<file path="src/rtl/frv_dmem_arbiter.sv">
// Two-requester arbiter for the core data-memory port.
// Ports: rq_* requester side, dmem_* memory side, arb_busy/spurious status.
module frv_dmem_arbiter #(
  parameter int XLEN            = 32,
  parameter int MAX_OUTSTANDING = 2
) (
  input  logic              g_clk,
  input  logic              g_reset,
  input  logic [1:0]        rq_req,
  input  logic [1:0]        rq_wen,
  input  logic [7:0]        rq_strb,
  input  logic [2*XLEN-1:0] rq_wdata,
  input  logic [2*XLEN-1:0] rq_addr,
  output logic [1:0]        rq_gnt,
  output logic [1:0]        rq_recv,
  input  logic [1:0]        rq_ack,
  output logic [XLEN-1:0]   rsp_rdata,
  output logic              rsp_error,
  output logic              dmem_req,
  output logic              dmem_wen,
  output logic [3:0]        dmem_strb,
  output logic [XLEN-1:0]   dmem_wdata,
  output logic [XLEN-1:0]   dmem_addr,
  input  logic              dmem_gnt,
  input  logic              dmem_recv,
  output logic              dmem_ack,
  input  logic [XLEN-1:0]   dmem_rdata,
  input  logic              dmem_error,
  output logic              arb_busy,
  output logic              spurious
);

  localparam int PW =
    (MAX_OUTSTANDING > 1) ?
    $clog2(MAX_OUTSTANDING) : 1;
  localparam int CW =
    $clog2(MAX_OUTSTANDING) + 1;
  localparam logic [CW-1:0] FULL_CNT =
    CW'(MAX_OUTSTANDING);
  localparam logic [PW-1:0] LAST_PTR =
    PW'(MAX_OUTSTANDING - 1);

  logic                       rr_ptr;
  logic                       lock_vld;
  logic                       lock_idx;
  logic [MAX_OUTSTANDING-1:0] id_q;
  logic [PW-1:0]              wr_ptr;
  logic [PW-1:0]              rd_ptr;
  logic [CW-1:0]              count;

  logic sel;
  logic sel_vld;
  logic fifo_full;
  logic fifo_empty;
  logic head;
  logic push;
  logic pop;

  assign fifo_full  = (count == FULL_CNT);
  assign fifo_empty = (count == '0);
  assign head       = id_q[rd_ptr];

  // A stalled request keeps its requester
  // selected so its payload cannot change
  // under the memory before the grant.
  always_comb begin
    sel     = 1'b0;
    sel_vld = 1'b0;
    unique case (1'b1)
      lock_vld: begin
        sel     = lock_idx;
        sel_vld = rq_req[lock_idx];
      end
      (!lock_vld && rq_req == 2'b11): begin
        sel     = rr_ptr;
        sel_vld = 1'b1;
      end
      (!lock_vld && rq_req == 2'b10): begin
        sel     = 1'b1;
        sel_vld = 1'b1;
      end
      (!lock_vld && rq_req == 2'b01): begin
        sel     = 1'b0;
        sel_vld = 1'b1;
      end
      default: begin
        sel     = 1'b0;
        sel_vld = 1'b0;
      end
    endcase
  end

  assign dmem_req = sel_vld && !fifo_full;
  assign push     = dmem_req && dmem_gnt;

  assign rq_gnt =
    !push ? 2'b00 :
    sel   ? 2'b10 : 2'b01;

  assign dmem_wen =
    sel_vld & (sel ? rq_wen[1] : rq_wen[0]);
  assign dmem_strb =
    {4{sel_vld}} &
    (sel ? rq_strb[7:4] : rq_strb[3:0]);
  assign dmem_wdata =
    {XLEN{sel_vld}} &
    (sel ? rq_wdata[2*XLEN-1:XLEN]
         : rq_wdata[XLEN-1:0]);
  assign dmem_addr =
    {XLEN{sel_vld}} &
    (sel ? rq_addr[2*XLEN-1:XLEN]
         : rq_addr[XLEN-1:0]);

  // With nothing outstanding, any response
  // is stray: sink it so memory never hangs.
  assign dmem_ack =
    fifo_empty ? dmem_recv : rq_ack[head];
  assign pop =
    dmem_recv && dmem_ack && !fifo_empty;
  assign spurious = dmem_recv && fifo_empty;

  assign rq_recv =
    (!dmem_recv || fifo_empty) ? 2'b00 :
    head ? 2'b10 : 2'b01;
  assign rsp_rdata =
    {XLEN{!fifo_empty}} & dmem_rdata;
  assign rsp_error =
    !fifo_empty && dmem_error;

  assign arb_busy = !fifo_empty || dmem_req;

  always_ff @(posedge g_clk or posedge g_reset) begin
    if (g_reset) begin
      rr_ptr   <= 1'b0;
      lock_vld <= 1'b0;
      lock_idx <= 1'b0;
    end else begin
      lock_vld <= dmem_req && !dmem_gnt;
      if (dmem_req && !dmem_gnt)
        lock_idx <= sel;
      if (push)
        rr_ptr <= ~sel;
    end
  end

  always_ff @(posedge g_clk or posedge g_reset) begin
    if (g_reset) begin
      id_q   <= '0;
      wr_ptr <= '0;
      rd_ptr <= '0;
      count  <= '0;
    end else begin
      if (push) begin
        id_q[wr_ptr] <= sel;
        wr_ptr <= (wr_ptr == LAST_PTR) ?
          '0 : wr_ptr + 1'b1;
      end
      if (pop)
        rd_ptr <= (rd_ptr == LAST_PTR) ?
          '0 : rd_ptr + 1'b1;
      unique case ({push, pop})
        2'b10:   count <= count + 1'b1;
        2'b01:   count <= count - 1'b1;
        default: count <= count;
      endcase
    end
  end

endmodule

</file>
<file path="config.mk">
export PLATFORM = sky130hd
export DESIGN_NAME = frv_dmem_arbiter
export DESIGN_NICKNAME = d
export VERILOG_FILES = /design/src/rtl/frv_dmem_arbiter.sv
export SDC_FILE = /design/constraint.sdc
export NUM_CORES = 1
export LEC_CHECK = 0
export CAP_MARGIN = 20
export CORE_AREA = 8 8 106 108
export CTS_CLUSTER_SIZE = 14
export DETAILED_ROUTE_END_ITERATION = 6
export DIE_AREA = 0 0 114 116
export PLACE_DENSITY = 0.74
export SETUP_SLACK_MARGIN = 0.5
export SYNTH_ARGS = -nofsm -noshare
export SYNTH_HDL_FRONTEND = slang
export SYNTH_SLANG_ARGS = --single-unit
</file>
<file path="constraint.sdc">
create_clock -name g_clk -period 1.7 [get_ports g_clk]
set_input_delay 0.34 -clock g_clk [delete_from_list [all_inputs] [get_ports g_clk]]
set_output_delay 0.34 -clock g_clk [all_outputs]
set_load 0.03 [all_outputs]
</file>
; After elaboration in Yosys (flattened, before gate mapping)
; Cells that the tools add are included.
[word_totals]
regBits = 9
latch_bits = 0
ramBits = 0
romBits = 0
input_bits = 179
output_inout_bits = 110
elab_cells = 72
memories = 0
[op_classes]
add_sub_neg = 4
mul = 0
n_div = 0
n_lt_le_gt_ge = 5
n_eq_ne = 6
n_shift = 0
n_mux = 23
n_bitwise = 6
n_reduce_logical = 21
[ops]
columns = operator, n
row1 = $and 32x32->32, 3
row2 = $mux 32, 2
row3 = $logic_and 1x1->1, 11
row4 = $mux 1, 11
row5 = $eq 2x2->1 const B, 4
row6 = $lt 1x2->1 const B, 4
row7 = $mux 2, 4
row8 = $logic_not 1->1, 5
row9 = $and 4x4->4, 1
row10 = $eq 2x1->1 const B, 2
row11 = $mux 4, 1
row12 = $pmux 2 s2, 1
row13 = $pmux 1 s3, 1
row14 = $reduce_or 3->1, 1
row15 = $add 1x1->1 const B, 2
row16 = $add 2x1->2 const B, 1
row17 = $bwmux 2, 1
row18 = $logic_not 2->1, 1
row19 = $logic_or 1x1->1, 2
row20 = $pmux 1 s2, 1
row21 = $reduce_bool 2->1, 1
row22 = $sub 2x1->2 const B, 1
row23 = $and 1x1->1, 1
row24 = $demux 1 s1, 1
row25 = 2 further kinds, 2

; Logic depth before layout (Yosys ltp)
[depth]
word_depth = 9
mapped_depth = 8
depth_no_buf = 7

; Worst setup path before layout
; OpenSTA, ideal clock, no wires.
[synth_path]
kind = reg2out
from = register lock_vld
to = output port dmem_addr[0]
arrival_time_ns = 1.602
required_time_ns = 1.360
slack_ns = -0.242
stages_incl_launch_ff = 6
n_path_buf = 1
cell_sequence = dfrtp_1 -> nand2b_1 -> o21ai_4 -> buf_6 -> nand2_1 -> a21oi_1
[synth_via]
elab_chain_cells = 5
elab_cells_between_ends = 9
classes_between = mux: 3 / bitwise: 1 / reduce/logical: 5
[synth_lines]
columns = item, line
row1 = from (decl), 44  ; logic lock_vld;
row2 = from (signal assigned), 138  ; lock_vld <= dmem_req && !dmem_gnt;
row3 = $logic_not 1->1, "74, 78, 82"
row4 = "$logic_and 1x1->1, on equally long branches", "74, 78, 82"
row5 = $reduce_or 3->1 (no line) or $pmux 1 s3 (tied branches), -
row6 = $pmux 1 s2 or $mux 32 (tied branches), "69, 111"
row7 = $and 32x32->32 *, 110  ; {XLEN{sel_vld}} &
row8 = to (decl), 23  ; output logic [XLEN-1:0] dmem_addr,
; Mark *: on every way between the ends. The rest lies on a longest branch, timed or not.

; Worst setup path in the final report
[layout_path]
from = register rr_ptr
to = output port dmem_wdata[4]
[layout_via]
elab_chain_cells = 3
[layout_lines]
columns = item, line
row1 = from (decl), 43  ; logic rr_ptr;
row2 = from (signal assigned), 142  ; rr_ptr <= ~sel;
row3 = $pmux 1 s3, 69  ; unique case (1'b1)
row4 = $mux 32, 107  ; (sel ? rq_wdata[2*XLEN-1:XLEN]
row5 = $and 32x32->32, 106  ; {XLEN{sel_vld}} &
row6 = to (decl), 22  ; output logic [XLEN-1:0] dmem_wdata,
; Every way passes these cells.

==> results.yml <==
timing:
  max_freq_mhz: 459
  relSlewSlack: 0.711
  rsz0062_at_grt: "yes"
  fin_tns_setup_ps: -36340
  layout_setup_ws_ps: -481
  worst_pin_slew_ps: 428
  drv_slew: 0
  min_period_ps: 2180
  worst_hold_slack_ps: 389
  setup-violations-final: 113
  clock_skew_ps: 4.01
  timing_hold_violations_final: 0
  period_share: 1.28
synthesis:
  ys_seq_area_frac: 0.122
  ys_ff_latch: 9
  syn_area_sq_um: 1840
  synth_top_cell_area_share: 0.271
  synth_cell_type_count: 33
  yosys_warnings: 0
  yosys.area.top_type: "nand2_1"
  synthArstFlopShare: 1.00
  syn-num-nets: 502
  avgSynthCellArea_sq_um: 5.71
  synth_top_cells_by_count: "nand2_1, a21oi_1, and2_1"
  synth_edf_count: 0
  synthFlopType: "dfrtp_1"
  yosysMostFrequentCell: "nand2_1"
  syn_inst: 322
  yosys-top-cells-area: "nand2_1, a21oi_1, dfrtp_1"
detailed_routing:
  vias_per_cell: 4.76
  dr.pass1.iters: 5
  drc: 0
  post_drt_wl_per_cell_um: 23.3
  drt-total-wl_mm: 18.8
  drt-initial-drc-count: 239
  vias: 3852
  drtAntennaViolNets: 0
status:
  run_status: "finished with violations"
  violations: "negative setup slack"
pwr:
  power_switching_uw: 5640
  peakVddDrop_uv: 916
  swShare: 0.479
  p_leak_uw: 0.00331
  pwr-share-comb: 0.937
  seq_power_share: 0.041
  cell_internal_pwr_uw: 6130
  power_density_nw_per_um2: 1500
  clockPowerShare: 0.023
flow_run:
  cap_violations: 0
grt:
  antenna_found_initial: 0
  first_global_vias: 4200
  grt_max_degree: 21
  grt_usage: 0.244
  grt_pass1_wl_mm: 25.1
  gr-total-overflow: 0
placed_design:
  dp_worst_setup_slack_ps: -570
  place.gp.congestion: 0.907
  place_area_sq_um: 5850
  portBuffers: 288
  post-place-cells: 746
  place_hpwl_mm: 11.3
floorplan:
  die_area_sq_um: 13200
  die_width_um: 114
  core_area_sq_um: 9550
  die_h_um: 116
  rows: 36
  ios: 289
  start_util: 0.193
cts:
  ctsHoldBuffers: 0
  ctsHtreeMaxLevel: 1
  path_clk_slew_ps: 50
  cts_buffers: 3
  cts_sinks: 9
  cts_tree: "yes"
  clk_latency_ps: 250
  clk_path_buf_depth: 2
  cts-root-buf: "clkbuf_8"
critical_path:
  crit_required_ps: 1360
  end_kind: "primary output"
  startpoint_type: "register"
  path_max_fanout: 7
  crit_arrival_ps: 1840
  critPathKind: "reg -> out"
worst_hold_path:
  hold_path_class: "in -> async"
finish:
  final_cell_area_sq_um: 7870
  fin_cells: 809
  layout-drive-gt1-share: 0.645
  area.growth.synth_to_final_pct: 328
  fillers: 533
  n_antenna_cell: 0
  fin_nets: 857
## path summary, 6_finish.rpt
path / slack, ps / to / from / cells past startpoint
max: -480 / dmem_wdata[4] / rr_ptr$_DFFE_PP0N_ / 8
min: 390 / id_q[1]$_DFFE_PP0P_ / g_reset / 2
min in group g_clk: 590 / lock_idx$_DFFE_PP0P_ / lock_idx$_DFFE_PP0P_ / 1
max in group asynchronous: 1010 / lock_vld$_DFF_PP0_ / g_reset / 2
min reg2reg: 590 / lock_idx$_DFFE_PP0P_ / lock_idx$_DFFE_PP0P_ / 1
max reg2reg: -250 / count[1]$_DFFE_PP0P_ / lock_vld$_DFF_PP0_ / 10
## placed cells by master, fill, tap and decap left out, types with 2 or more instances in the layout
master and count:
a21oi_4 71, nor2_2 2, nand2_2 62, xor2_1 2
nand2_1 44, clkbuf_16 6, mux2i_4 2, o31ai_4 3
nand2_4 36, buf_16 18, nand2_8 2, dfrtp_1 8
nor2_4 5, clkdlybuf4s50_1 175, nand2b_4 3, dlygate4sd2_1 3
xnor2_2 3, buf_4 20, buf_12 18, buf_8 4
and2_4 34, buf_6 131, clkbuf_8 3
## metal layers
metal	vias to the layer above	track usage	wire, um
met4	0	0.0444	318
met5	-	0	0
met2	175	0.466	10200
li1	1765	-	-
met1	1884	0.265	7050
met3	28	0.0646	1250
## logic make-up after synthesis
kind of cell | count (synthesis) | share of synthesized area
and+or+nand+nor | 196 | 0.478
AOI/OAI and AO/OA | 80 | 0.256
buffers and inverters | 28 | 0.0966
DFF | 9 | 0.122
xor gates and xnor gates | 5 | 0.0238
muxes | 3 | 0.0170
adders and majority gates | 1 | 0.00680
## repair_timing
action,in CTS,in global routing
endpoints found under the hold margin,0,0
cloned,16,8
gates resized for setup,233,59
buffers inserted,23,12
setup endpoints to repair,119,119
pin swaps,22,36
## power by group through the flow
stage	combinational, uW	sequential, uW	clock, uW
2_1_floorplan	5000	406	0
3_3_place_gp	7220	412	0
3_5_place_dp	7310	415	0
4_1_cts	10100	445	256
5_1_grt	11400	486	276
6_report	11000	479	267
## worst max-delay path, stage by stage, from the launching register on
cell       delay [ps]
dfrtp_1           340
and2b_2           250
o21ai_4           210
buf_12            160
buf_12            120
clkbuf_16         160
nand2_2            70
a21oi_4           130
buf_6             140
## flip-flops by register name (all words and copies together) (netlist names)
register and cells:
count 2, lock_vld 1, wr_ptr 1, rd_ptr 1, id_q 2, lock_idx 1, rr_ptr 1
## through the flow
step / utilization / total power (uW)
6_report: 0.824 / 11800
2_1_floorplan: - / 5410
4_1_cts: 0.773 / 10800
3_5_place_dp: 0.612 / 7730
3_3_place_gp: 0.612 / 7630
5_1_grt: 0.824 / 12200
## layout make-up
| cell class | count | area (sq um) | share of cell area |
|---|---|---|---|
| Clock buffer | 4 | 45.0 | 0.00572 |
| Inverter | 1 | 3.75 | 0.000477 |
| Multi-Input combinational cell | 286 | 2930 | 0.372 |
| Sequential cell | 9 | 226 | 0.0288 |
| Tap cell | 133 | 166 | 0.0211 |
| Timing Repair Buffer | 376 | 4500 | 0.572 |
(Power assumes the default switching activity.)
